File: src/rtl/usb_xact_sched_if.sv
// usb_xact_sched_if
//   Bundles the request/grant handshake, transmitter/receiver strobes,
//   configuration and status signals of the USB transaction scheduler.
//   master : requesters + PHY side (drives requests, strobes, config)
//   slave  : the scheduler (drives grant, tx_start/tx_pid, d_oe, status)
interface usb_xact_sched_if;
  logic [1:0]  req;             // per-requester request, level
  logic [1:0]  req_dir;         // per-requester direction, 1 = IN
  logic [1:0]  grant;           // one-hot owner, 00 when idle
  logic        tx_start;        // one-cycle send request
  logic [3:0]  tx_pid;          // PID to transmit
  logic        tx_eop_en;       // transmitter finished packet
  logic        rx_pid_en;       // received handshake/token strobe
  logic [3:0]  rx_pid;          // received PID
  logic        rx_eop_en;       // data packet received, CRC good
  logic [15:0] time_threshold;  // response timeout in cycles
  logic [1:0]  max_retry;       // retries after the first attempt
  logic        d_oe;            // 1 = TX, 0 = RX
  logic        busy;
  logic        done;
  logic        err;

  modport master (
    output req, req_dir, tx_eop_en, rx_pid_en, rx_pid, rx_eop_en,
           time_threshold, max_retry,
    input  grant, tx_start, tx_pid, d_oe, busy, done, err
  );

  modport slave (
    input  req, req_dir, tx_eop_en, rx_pid_en, rx_pid, rx_eop_en,
           time_threshold, max_retry,
    output grant, tx_start, tx_pid, d_oe, busy, done, err
  );
endinterface

File: src/rtl/usb_xact_sched.sv
// usb_xact_sched
//   Two-requester USB host transaction scheduler. Arbitrates round-robin,
//   sequences TOKEN -> DATA0 -> handshake (OUT) or TOKEN -> data -> ACK (IN),
//   times out waiting for responses and retries up to max_retry times.
// Ports:
//   clk    : system clock, rising edge
//   rst_n  : asynchronous active-low reset
//   bus_if : usb_xact_sched_if.slave (requests, strobes, config, status)
module usb_xact_sched (
  input  logic                    clk,
  input  logic                    rst_n,
  usb_xact_sched_if.slave         bus_if
);

  localparam logic [2:0] ST_IDLE      = 3'd0;
  localparam logic [2:0] ST_TOKEN     = 3'd1;
  localparam logic [2:0] ST_DATA_TX   = 3'd2;
  localparam logic [2:0] ST_WAIT_HS   = 3'd3;
  localparam logic [2:0] ST_WAIT_DATA = 3'd4;
  localparam logic [2:0] ST_SEND_ACK  = 3'd5;
  localparam logic [2:0] ST_DONE      = 3'd6;
  localparam logic [2:0] ST_ERR       = 3'd7;

  localparam logic [3:0] PID_OUT   = 4'b0001;
  localparam logic [3:0] PID_IN    = 4'b1001;
  localparam logic [3:0] PID_DATA0 = 4'b0011;
  localparam logic [3:0] PID_ACK   = 4'b0010;

  logic [2:0]  state_q, state_d;
  logic [1:0]  grant_q;
  logic        dir_q;
  logic        prio_q;        // index of the preferred requester on a tie
  logic        tx_start_q;
  logic [15:0] timer_q;
  logic [1:0]  retry_cnt_q;

  logic        owner_idx;
  logic        in_wait;
  logic        timeout;
  logic [2:0]  retry_state;

  // With both requesting, the pointer decides; otherwise the lone requester.
  assign owner_idx   = (bus_if.req == 2'b11) ? prio_q : bus_if.req[1];
  assign in_wait     = (state_q == ST_WAIT_HS) || (state_q == ST_WAIT_DATA);
  assign timeout     = (timer_q == bus_if.time_threshold);
  assign retry_state = (retry_cnt_q == bus_if.max_retry) ? ST_ERR : ST_TOKEN;

  always_comb begin
    state_d = state_q;
    case (state_q)
      ST_IDLE:      if (|bus_if.req) state_d = ST_TOKEN;
      ST_TOKEN:     if (bus_if.tx_eop_en) state_d = dir_q ? ST_WAIT_DATA : ST_DATA_TX;
      ST_DATA_TX:   if (bus_if.tx_eop_en) state_d = ST_WAIT_HS;
      // A response in the same cycle as the timeout takes precedence.
      ST_WAIT_HS: begin
        if (bus_if.rx_pid_en && (bus_if.rx_pid == PID_ACK)) state_d = ST_DONE;
        else if (bus_if.rx_pid_en || timeout)               state_d = retry_state;
      end
      ST_WAIT_DATA: begin
        if (bus_if.rx_eop_en) state_d = ST_SEND_ACK;
        else if (timeout)     state_d = retry_state;
      end
      ST_SEND_ACK:  if (bus_if.tx_eop_en) state_d = ST_DONE;
      ST_DONE:      state_d = ST_IDLE;
      ST_ERR:       state_d = ST_IDLE;
      default:      state_d = ST_IDLE;
    endcase
  end

  always_ff @(posedge clk or negedge rst_n) begin
    if (!rst_n) begin
      state_q     <= ST_IDLE;
      grant_q     <= 2'b00;
      dir_q       <= 1'b0;
      prio_q      <= 1'b0;
      tx_start_q  <= 1'b0;
      timer_q     <= 16'd0;
      retry_cnt_q <= 2'd0;
    end else begin
      state_q <= state_d;

      // Pulse on the first cycle of every transmitting state, including
      // re-entry to TOKEN on retry.
      tx_start_q <= (state_d != state_q) &&
                    ((state_d == ST_TOKEN) || (state_d == ST_DATA_TX) ||
                     (state_d == ST_SEND_ACK));

      // Counts cycles spent in the current wait state; zero elsewhere so
      // every entry starts from 0.
      if (in_wait && (state_d == state_q)) timer_q <= timer_q + 16'd1;
      else                                 timer_q <= 16'd0;

      if ((state_q == ST_IDLE) && (state_d == ST_TOKEN)) begin
        grant_q     <= owner_idx ? 2'b10 : 2'b01;
        dir_q       <= bus_if.req_dir[owner_idx];
        prio_q      <= ~owner_idx;
        retry_cnt_q <= 2'd0;
      end else if ((state_q == ST_DONE) || (state_q == ST_ERR)) begin
        grant_q <= 2'b00;
      end

      if (in_wait && (state_d == ST_TOKEN)) retry_cnt_q <= retry_cnt_q + 2'd1;
    end
  end

  always_comb begin
    bus_if.tx_pid = 4'b0000;
    case (state_q)
      ST_TOKEN:    bus_if.tx_pid = dir_q ? PID_IN : PID_OUT;
      ST_DATA_TX:  bus_if.tx_pid = PID_DATA0;
      ST_SEND_ACK: bus_if.tx_pid = PID_ACK;
      default:     bus_if.tx_pid = 4'b0000;
    endcase
  end

  assign bus_if.grant    = grant_q;
  assign bus_if.tx_start = tx_start_q;
  assign bus_if.d_oe     = ~in_wait;
  assign bus_if.busy     = (state_q != ST_IDLE);
  assign bus_if.done     = (state_q == ST_DONE);
  assign bus_if.err      = (state_q == ST_ERR);

endmodule
File: src/flat_wrapper.sv
// flat-port wrapper written by rule: the top's interface ports become plain ports
module usb_xact_sched_flat 
  (clk, rst_n, bus_if_req, bus_if_req_dir, bus_if_tx_eop_en, bus_if_rx_pid_en, bus_if_rx_pid, bus_if_rx_eop_en, bus_if_time_threshold, bus_if_max_retry, bus_if_grant, bus_if_tx_start, bus_if_tx_pid, bus_if_d_oe, bus_if_busy, bus_if_done, bus_if_err);
  usb_xact_sched_if bus_if_i ();
  input  logic clk;
  input  logic rst_n;
  input wire logic [$bits(bus_if_i.req)-1:0] bus_if_req;
  input wire logic [$bits(bus_if_i.req_dir)-1:0] bus_if_req_dir;
  input wire logic [$bits(bus_if_i.tx_eop_en)-1:0] bus_if_tx_eop_en;
  input wire logic [$bits(bus_if_i.rx_pid_en)-1:0] bus_if_rx_pid_en;
  input wire logic [$bits(bus_if_i.rx_pid)-1:0] bus_if_rx_pid;
  input wire logic [$bits(bus_if_i.rx_eop_en)-1:0] bus_if_rx_eop_en;
  input wire logic [$bits(bus_if_i.time_threshold)-1:0] bus_if_time_threshold;
  input wire logic [$bits(bus_if_i.max_retry)-1:0] bus_if_max_retry;
  output wire logic [$bits(bus_if_i.grant)-1:0] bus_if_grant;
  output wire logic [$bits(bus_if_i.tx_start)-1:0] bus_if_tx_start;
  output wire logic [$bits(bus_if_i.tx_pid)-1:0] bus_if_tx_pid;
  output wire logic [$bits(bus_if_i.d_oe)-1:0] bus_if_d_oe;
  output wire logic [$bits(bus_if_i.busy)-1:0] bus_if_busy;
  output wire logic [$bits(bus_if_i.done)-1:0] bus_if_done;
  output wire logic [$bits(bus_if_i.err)-1:0] bus_if_err;
  assign bus_if_i.req = bus_if_req;
  assign bus_if_i.req_dir = bus_if_req_dir;
  assign bus_if_i.tx_eop_en = bus_if_tx_eop_en;
  assign bus_if_i.rx_pid_en = bus_if_rx_pid_en;
  assign bus_if_i.rx_pid = bus_if_rx_pid;
  assign bus_if_i.rx_eop_en = bus_if_rx_eop_en;
  assign bus_if_i.time_threshold = bus_if_time_threshold;
  assign bus_if_i.max_retry = bus_if_max_retry;
  assign bus_if_grant = bus_if_i.grant;
  assign bus_if_tx_start = bus_if_i.tx_start;
  assign bus_if_tx_pid = bus_if_i.tx_pid;
  assign bus_if_d_oe = bus_if_i.d_oe;
  assign bus_if_busy = bus_if_i.busy;
  assign bus_if_done = bus_if_i.done;
  assign bus_if_err = bus_if_i.err;
  usb_xact_sched u_core (.clk(clk), .rst_n(rst_n), .bus_if(bus_if_i));
endmodule
File: config.mk
export PLATFORM = sky130hd
export DESIGN_NAME = usb_xact_sched_flat
export DESIGN_NICKNAME = d
export VERILOG_FILES = /design/src/rtl/usb_xact_sched_if.sv /design/src/rtl/usb_xact_sched.sv /design/src/flat_wrapper.sv
export SDC_FILE = /design/constraint.sdc
export NUM_CORES = 1
export LEC_CHECK = 0
export CORE_MARGIN = 4
export CORE_UTILIZATION = 41
export CTS_CLUSTER_DIAMETER = 30
export DETAILED_ROUTE_END_ITERATION = 16
export DONT_BUFFER_PORTS = 1
export GPL_TIMING_DRIVEN = 0
export PLACE_DENSITY = 0.58
export SYNTH_ARGS = -nofsm -noshare
export SYNTH_HDL_FRONTEND = slang
export SYNTH_SLANG_ARGS = --single-unit
File: constraint.sdc
create_clock -name clk -period 2.8 [get_ports clk]
set_input_delay 0.56 -clock clk [delete_from_list [all_inputs] [get_ports clk]]
set_output_delay 0.56 -clock clk [all_outputs]
set_load 0.05 [all_outputs]
### Word-level counts from Yosys, hierarchy flattened

Index checks and enable logic that the tools add are counted.

| storage, ports and cells | value |
|---|---|
| output and inout bits | 11 |
| logic and storage cells | 66 |
| bits of input ports | 31 |
| bits in registers | 26 |

| operators by class | value |
|---|---|
| bitwise gates (word level) | 2 |
| order comparisons | 1 |
| add/subtract/negate cells | 2 |
| equality and inequality tests | 16 |
| mux-type cells | 22 |
| reduce and logical (&&, ||, !) cells | 16 |

Operators by type and width:

| cell | number |
|---|---|
| $mux W3 | 10 |
| $pmux W3 S7 | 1 |
| $add A16 B1 Y16 const B | 1 |
| $eq A16 B16 Y1 | 1 |
| $mux W16 | 1 |
| $eq A3 B3 Y1 const B | 5 |
| $pmux W4 S3 | 1 |
| $mux W2 | 5 |
| $eq A3 B2 Y1 const B | 3 |
| $eq A3 B1 Y1 const B | 2 |
| $logic_and A1 B1 Y1 | 5 |
| $logic_or A1 B1 Y1 | 5 |
| $eq A4 B2 Y1 const B | 1 |
| $mux W4 | 1 |
| $reduce_bool A2 Y1 | 2 |
| $reduce_or A2 Y1 | 2 |
| $eq A3 B3 Y1 | 1 |
| $logic_not A3 Y1 | 1 |
| $mux W1 | 3 |
| $ne A3 B3 Y1 | 1 |
| $reduce_bool A3 Y1 | 1 |
| $add A2 B1 Y2 const B | 1 |
| $eq A2 B2 Y1 | 1 |
| $eq A2 B2 Y1 const B | 1 |
| 2 further kinds | 3 |

### Longest topological paths before layout

| logic depth | value |
|---|---|
| depth after elaboration | 9 |
| mapped depth | 8 |
| gate-level depth less buffers | 6 |

### Worst setup path after synthesis

OpenSTA, ideal clock, no wires.

| timing path | value |
|---|---|
| path kind | register to output |
| start | reg u_core.state_q[2] |
| end | out bus_if_tx_pid[1] |
| stages on the path, launching flop included | 4 |
| slack | 394 ps |
| required time | 2240 ps |
| arrival | 1846 ps |
| path buffers | 1 |
| cells stage by stage | dfrtp_1 clkbuf_1 nand2b_1 o21ai_0 |

| on the way | value |
|---|---|
| word-level cells in the longest chain between the ends | 2 |
| elaborated cells between the ends (all ways) | 4 |
| classes of those cells | eq/ne: 3; mux: 1 |

RTL lines:

| element | RTL line | source |
|---|---|---|
| start, declared | usb_xact_sched.sv:29 | `logic [2:0] state_q, state_d;` |
| start signal, assigned | usb_xact_sched.sv:80 | `state_q <= state_d;` |
| $eq A3 B3 Y1, or another cell as far along | usb_xact_sched.sv:108 | `case (state_q)` |
| $pmux W4 S3 (*) | usb_xact_sched.sv:108 |  |
| end, declared | flat_wrapper.sv:17 | `output wire logic [$bits(bus_if_i.tx_pid)-1:0] bus_if_tx_pid;` |

Every way passes the cells marked *; elsewhere a longest branch is shown, timed or not.

### Final worst setup path

| timing path | value |
|---|---|
| start | reg u_core.timer_q[2] |
| end | reg u_core.retry_cnt_q[1] |

| on the way | value |
|---|---|
| word-level cells in the longest chain between the ends | 8 |
| elaborated cells between the ends (all ways) | 12 |
| classes of those cells | eq/ne: 2; mux: 6; reduce/logical: 4 |

RTL lines:

| element | RTL line | source |
|---|---|---|
| start, declared | usb_xact_sched.sv:34 | `logic [15:0] timer_q;` |
| start signal, assigned | usb_xact_sched.sv:90 | `if (in_wait && (state_d == state_q)) timer_q <= timer_q + 16'd1;` |
| $eq A16 B16 Y1 (*) | usb_xact_sched.sv:45 | `assign timeout = (timer_q == bus_if.time_threshold);` |
| $logic_or A1 B1 Y1 | usb_xact_sched.sv:57 | `else if (bus_if.rx_pid_en \|\| timeout) state_d = retry_state;` |
| $mux W3 | usb_xact_sched.sv:57 |  |
| $mux W3 | usb_xact_sched.sv:56 | `if (bus_if.rx_pid_en && (bus_if.rx_pid == PID_ACK)) state_d = ST_DONE;` |
| $pmux W3 S7 (*) | usb_xact_sched.sv:50 | `case (state_q)` |
| via u_core.state_d[2] | usb_xact_sched.sv:29 |  |
| $eq A3 B1 Y1 (*) | usb_xact_sched.sv:93, usb_xact_sched.sv:102 |  |
| $logic_and A1 B1 Y1 (on tied branches) | usb_xact_sched.sv:102, usb_xact_sched.sv:93 |  |
| $mux W2 or $reduce_bool A2 Y1 (tied branches) | n/a |  |
| end signal, assigned | usb_xact_sched.sv:102 | `if (in_wait && (state_d == ST_TOKEN)) retry_cnt_q <= retry_cnt_q + 2'd1;` |
| end, declared | usb_xact_sched.sv:35 | `logic [1:0] retry_cnt_q;` |

The timed path passes the listed nets; every way through them passes the cells marked *.
A chain may end at the register's enable or synchronous reset.

==> results.py <==
metrics = {
    "outcome": {
        "status": "complete, no violations",
    },
    "clock_network": {
        "cts_made_buffers": 3,
        "root_buffer": "clkbuf_8",
        "clkTransAtPathRegs_ns": 0.09,
        "clock-sinks": 26,
        "worst_skew_pair.late_latency_ns": 0.27,
        "h-tree-depth": 1,
        "cts.path.max_buffers": 2,
        "cts_tree": "built",
        "cts_setup_buffers": 0,
    },
    "global_routing": {
        "antenna_found_initial": 0,
        "grt_pass1_vias": 1470,
        "grt_overflow": 0,
        "grt_use_total_pct": 16.4,
        "grt_max_degree": 27,
        "grt_pass1_wl_mm": 7.02,
    },
    "final_layout": {
        "area_delta_synth_final_pct": 8.50,
        "n_fill_cell": 404,
        "final_nets": 226,
        "final_cell_mix": "26 x dfrtp_1, 21 x xnor2_1, 12 x xor2_1",
        "diodes": 0,
        "utilization_pct": 46.9,
        "final_common_cell": "dfrtp_1",
        "ff_latch_area_um2": 651,
        "drive_gt1_share_pct": 15.0,
        "multi_input_area_um2": 1050,
    },
    "drt": {
        "post_drt_wl_per_cell_um": 17.1,
        "postRouteAntennaNets": 0,
        "num_vias": 1409,
        "viasPerCell": 5.80,
        "wl_mm": 4.16,
        "drc_errors": 0,
        "drt_iter0_drc": 107,
        "dr.pass1.iters": 4,
    },
    "synthesis": {
        "synth_area_per_cell_um2": 9.40,
        "syn_inst": 188,
        "yosys.area_share.xor_xnor_pct": 16.4,
        "synth_fa_ha_area_share_pct": 0.708,
        "netlist_area_um2": 1770,
        "yosys.area_share.simple_pct": 28.4,
        "muxShareOfSynthArea_pct": 1.13,
        "synth_top_family_by_area": "simple AND/OR/NAND/NOR gates",
        "ys_ff_latch": 26,
        "yosys.area.top_type_share_pct": 36.8,
        "seq_area_frac_synth_pct": 36.8,
        "ys_warn_count": 0,
        "synth_area_leaders": "dfrtp_1 37%, xnor2_1 10%, xor2_1 5.9%",
        "ys_types": 45,
        "synth_compound_area_share_pct": 11.8,
        "synth_fp_nets": 220,
        "synth_area_leader_cell": "dfrtp_1",
    },
    "sta": {
        "relSlewSlack_pct": 36.1,
        "finalHoldViolations": 0,
        "final.min_clock_period_ns": 2.58,
        "rsz0062_at_grt": "no",
        "tightest_slew_ns": 0.952,
        "finalSetupTns_ns": 0,
        "fin_crit_sh_pct": 92.1,
        "max_freq_mhz": 388,
        "fin_ws_ns": 0.221,
        "setup-violations-final": 0,
        "finClkSkew_ns": 0.00258,
        "slew_viol_final": 0,
        "whs_ns": 0.0929,
    },
    "placement": {
        "io_buffers": 0,
        "gp_congestion": 0.884,
        "post-place-ws_ns": -0.0231,
        "dpl.hpwl_mm": 3.22,
    },
    "floorplan": {
        "start_util_pct": 43.2,
        "die_w_um": 73.6,
        "fp-row-count": 23,
        "coreArea_um2": 4090,
        "die_h_um": 73.6,
        "pin_count": 42,
        "fp.dieArea_um2": 5420,
    },
    "power": {
        "powerDensity_nw_per_um2": 941,
        "p_leak_nw": 0.747,
        "ir_worst_vdd_mv": 0.368,
    },
    "critical_path": {
        "path_class": "register to register",
        "critPathBufInv": 0,
        "path_cells": "xnor2_1, nand4_1, nor4_4, o221ai_1, or4_1, nand3_1",
        "cp-start-kind": "register",
        "worstPathRequired_ns": 3.01,
        "crit_fanout": 7,
        "cp-end-kind": "register",
        "crit_arrival_ns": 2.79,
        "slowest_delay_ns": 0.60,
        "critPathTopFamily": "simple AND/OR/NAND/NOR gates",
        "slowest_stage": "or4_1",
    },
    "flow_run": {
        "drv_cap": 0,
    },
    "worst_hold_path": {
        "min_path_type": "input pin to asynchronous set/reset pin",
    },
}
cell type report:
cell class | count | share of cell area (%)
Clock buffer | 4 | 2.87
Timing Repair Buffer | 1 | 1.04
Sequential cell | 26 | 33.9
Buffer | 8 | 2.68
Inverter | 8 | 1.57
Multi-Input combinational cell | 146 | 54.6
Tap cell | 50 | 3.26
layer usage:
layer / GRT usage (%) / part of all wire (%) / up-vias
met5: 0 / 0 / -
met1: 21.2 / 45 / 692
met3: 4.38 / 4.8 / 5
met4: 3.82 / 0.79 / 0
li1: - / - / 687
met2: 27.4 / 49 / 25
cells in the mapped netlist, drive strengths merged:
master / count
or4: 3
nor2b: 3
clkbuf: 2
conb: 1
ha: 1
a211o: 1
nor3: 18
xor2: 12
and4: 1
nand3: 11
o221ai: 2
o211ai: 1
a211oi: 2
nand2: 10
dfrtp: 26
o41ai: 2
o22ai: 2
buf: 6
nand4: 5
and3: 7
a311o: 1
o21ai: 6
nor4b: 1
nor2: 9
a22o: 1
xnor2: 21
a31oi: 1
nand2b: 3
nor3b: 2
o32a: 1
inv: 8
a21oi: 3
a2bb2oi: 1
nand3b: 2
o311ai: 2
o41a: 1
or3: 1
or2: 4
a31o: 1
mux2i: 2
nor4: 1
power by group:
part | leakage, nW | internal (mW) | total, mW | switching [mW]
registers | 0.349 | 0.444 | 0.563 | 0.119
clock network | 0.0288 | 0.126 | 0.251 | 0.126
logic | 0.370 | 0.294 | 0.989 | 0.695
total | 0.747 | 0.864 | 1.80 | 0.939
kinds of logic after synthesis:
family	Yosys count
and+or+nand+nor	81
adders and majority gates	1
DFF	26
buffers and inverters	16
xor gates and xnor gates	33
AOI/OAI and AO/OA	28
other	1
muxes	2
flip-flops by register name (all words and copies together), names as in the netlist:
| signal | count |
|---|---|
| u_core.timer_q | 16 |
| u_core.state_q | 3 |
| u_core.bus_if.grant | 2 |
| u_core.retry_cnt_q | 2 |
| u_core.bus_if.tx_start | 1 |
| u_core.dir_q | 1 |
| u_core.prio_q | 1 |
worst reg2reg max path: cells and delay by family (launching register included):
family | cells | cell delay [ns]
AND/OR/NAND/NOR | 4 | 1.47
flip-flops | 1 | 0.46
AO/OA/AOI/OAI | 1 | 0.37
XOR/XNOR | 1 | 0.21
final timing paths:
path                                             start                           endpoint  slack [ns]  cells past startpoint
setup / recovery           u_core.timer_q[2]$_DFF_PN0_  u_core.retry_cnt_q[1]$_DFFE_PN0P_        0.22                      6
hold / removal                                   rst_n        u_core.state_q[0]$_DFF_PN0_        0.09                      1
setup reg to reg           u_core.timer_q[2]$_DFF_PN0_  u_core.retry_cnt_q[1]$_DFFE_PN0P_        0.22                      6
hold reg to reg              u_core.prio_q$_DFFE_PN0P_          u_core.prio_q$_DFFE_PN0P_        0.53                      2
max in group asynchronous                        rst_n        u_core.timer_q[3]$_DFF_PN0_        2.55                      1
min in group clk                     bus_if_req_dir[1]           u_core.dir_q$_DFFE_PN0P_        0.51                      2
through the flow:
step                      total power [mW]  cells  cell area (µm²)
after global routing                  1.92    243             1920
final                                 1.80    243             1920
after detailed placement              1.52    238             1830
after global placement                1.49    238             1830
after floorplan                       1.35    188             1770
after CTS                             1.78    243             1900
what timing repair did:
item | in CTS | in global routing
gates resized for setup | 0 | 2
hold buffers | 1 | 0
endpoints found under the hold margin | 26 | 0
setup endpoints to repair | 0 | 16
Power figures use the tool's default switching activity.
==> edit (same flow settings) <==
Make the reset (`rst_n`) synchronous in one clocked block. Comments in the files are not updated.
--- a/src/rtl/usb_xact_sched.sv
+++ b/src/rtl/usb_xact_sched.sv
@@ -68,5 +68,5 @@
   end
 
-  always_ff @(posedge clk or negedge rst_n) begin
+  always_ff @(posedge clk) begin
     if (!rst_n) begin
       state_q     <= ST_IDLE;
Check against the original RTL: differs if rst_n is asserted again (counterexample within 4 cycles, from zero or initial values and one cycle with rst_n low); with rst_n held inactive, the same outputs for 10 cycles.
==> edit against the original RTL <==
- sequential cell count did not move
- wire length is 12% higher
- worst hold slack better by 420 ps
- die area increased by 7.7%
- final area increased by 7.6%
- global-route usage is 0.73 points lower
- setup slack worse by 64 ps
- area after synthesis grew 8.7%
- critical path type unchanged
Power is not compared: it rests on default switching activity, and its combinational part moved more than twofold at a synthesized area within 25%.
==> edit: results (changes against the original RTL) <==
| Metric | Value |
|---|---|
| Hold Path Class | `flip-flop to flip-flop` |
| Number of cells traversed by the worst register-to-register path | `9 (+3)` |
| Routed length on met1 | `2230 um (+19%)` |
| Post-layout nets | `256 (+13%)` |
| Slew of the pin with the lowest slew margin | `890 ps (-62.7 ps)` |
| Final Skew | `2.59 ps (+0.00916 ps)` |
| Final instance count without filler cells | `275 (+13%)` |
| Largest fanout of any net on the critical path | `10 (+3)` |
| Multiplexer fraction of the synthesized cell area | `0.0182 (+0.00691)` |
| Arithmetic-cell share of the synthesized area counting full adders, half adders and majority gates | `0.00651 (-0.000567)` |
| Sequential cell area fraction in the yosys report | `0.271 (-0.0973)` |
| Post-Place Cells | `271 (+14%)` |
| Number of global-route vias before repair | `1,570 (+6.8%)` |
| Mean instance size in the synthesized netlist | `8.77 um^2 (-6.7%)` |
| Gp weighted congestion | `0.821 (-7.2%)` |
| Vias post-DR | `1,621 (+15%)` |
| Average wire per standard cell | `17.0 um (-0.84%)` |
| Worst-case setup slack after placement | `-5.44 ps (+17.7 ps)` |
| Fraction of final layout cells sized beyond drive strength 1 | `0.148 (-0.00228)` |
| Ranking of synthesized cells by area | `sky130_fd_sc_hd__dfxtp_1 (27%), sky130_fd_sc_hd__xor2_1 (8.2%), sky130_fd_sc_hd__xnor2_1 (6.8%)` |
| Arrival time of the worst setup path | `2820 ps (+30 ps)` |
| Outcome | `finished, final reports clean` |
| Met3 global-route usage | `0.0402 (-0.00359)` |
| GR met2 Demand/Resource | `0.257 (-0.0170)` |
| Total track usage | `0.157 (-0.00735)` |
| Xor-xnor portion of the synthesized cell area | `0.150 (-0.0131)` |
| DP HPWL | `3610 um (+12%)` |
edit: changes by cell type after synthesis, moves of 6 or more:
cell                        delta
sky130_fd_sc_hd__a2111oi_0     +7
sky130_fd_sc_hd__a2111oi_2     +8
sky130_fd_sc_hd__a21oi_1       +6
sky130_fd_sc_hd__dfrtp_1      -26
sky130_fd_sc_hd__dfxtp_1      +26
sky130_fd_sc_hd__nor2_1        +7
sky130_fd_sc_hd__nor3_2       -10
sky130_fd_sc_hd__nor4_1        +6
sky130_fd_sc_hd__xnor2_1       -6
sky130_fd_sc_hd__xor2_1        +6
edit: metrics by stage:
| step | power [W] | setup TNS, ps | utilization | instance area (um^2) | hold slack [ps] |
|---|---|---|---|---|---|
| 2_1_floorplan | 0.000812 | 0 | - | 1920 | 485 |
| 3_3_place_gp | 0.000889 | 0 | 0.447 | 1990 | 511 |
| 3_5_place_dp | 0.000890 | -12.9 | 0.447 | 1990 | 512 |
| 4_1_cts | 0.00121 | 0 | 0.463 | 2060 | 526 |
| 5_1_grt | 0.00126 | 0 | 0.464 | 2060 | 566 |
| 6_report | 0.00120 | 0 | 0.464 | 2060 | 516 |
edit: kinds of logic (layout without fill, tap and decap cells):
| kind of cell | Yosys count | in the layout |
|---|---|---|
| xor+xnor | 33 | 33 |
| flops | 26 | 26 |
| mux | 3 | 3 |
| buf+inv | 26 | 30 |
| fa+ha+maj | 1 | 1 |
| compound gates | 55 | 55 |
| simple gates | 74 | 74 |
| other cells | 1 | 1 |
edit: layout make-up:
| cell class | instances | share of cell area |
|---|---|---|
| clock buffer | 3 | 0.0200 |
| sequential | 26 | 0.252 |
| buffer | 14 | 0.0528 |
| tap | 52 | 0.0316 |
| inverter | 12 | 0.0218 |
| multi-input combinational | 167 | 0.607 |
| clock inverter | 1 | 0.0146 |
edit: critical path, cell delays in order, from the launching register on:
cell                        delay [ps]
sky130_fd_sc_hd__dfxtp_1           310
sky130_fd_sc_hd__buf_4             150
sky130_fd_sc_hd__xor2_1            170
sky130_fd_sc_hd__nor4_1            350
sky130_fd_sc_hd__and4_1            280
sky130_fd_sc_hd__buf_6             130
sky130_fd_sc_hd__mux2_4            330
sky130_fd_sc_hd__a211o_4           350
sky130_fd_sc_hd__buf_6             170
sky130_fd_sc_hd__a2111oi_2         280
edit: path summary, 6_finish.rpt:
check / start / to / slack [ps]
min: u_core.prio_q / u_core.prio_q / 520
min reg2reg: u_core.prio_q / u_core.prio_q / 520
max: u_core.timer_q[4] / u_core.timer_q[15] / 160
max reg2reg: u_core.timer_q[4] / u_core.timer_q[15] / 160
edit: power by group:
group	total (W)	leakage (nW)	switching, W	internal [W]
Sequential	0.000445	0.211	0.0000504	0.000395
Combinational	0.000439	0.450	0.000302	0.000138
Clock	0.000317	0.0357	0.000126	0.000191
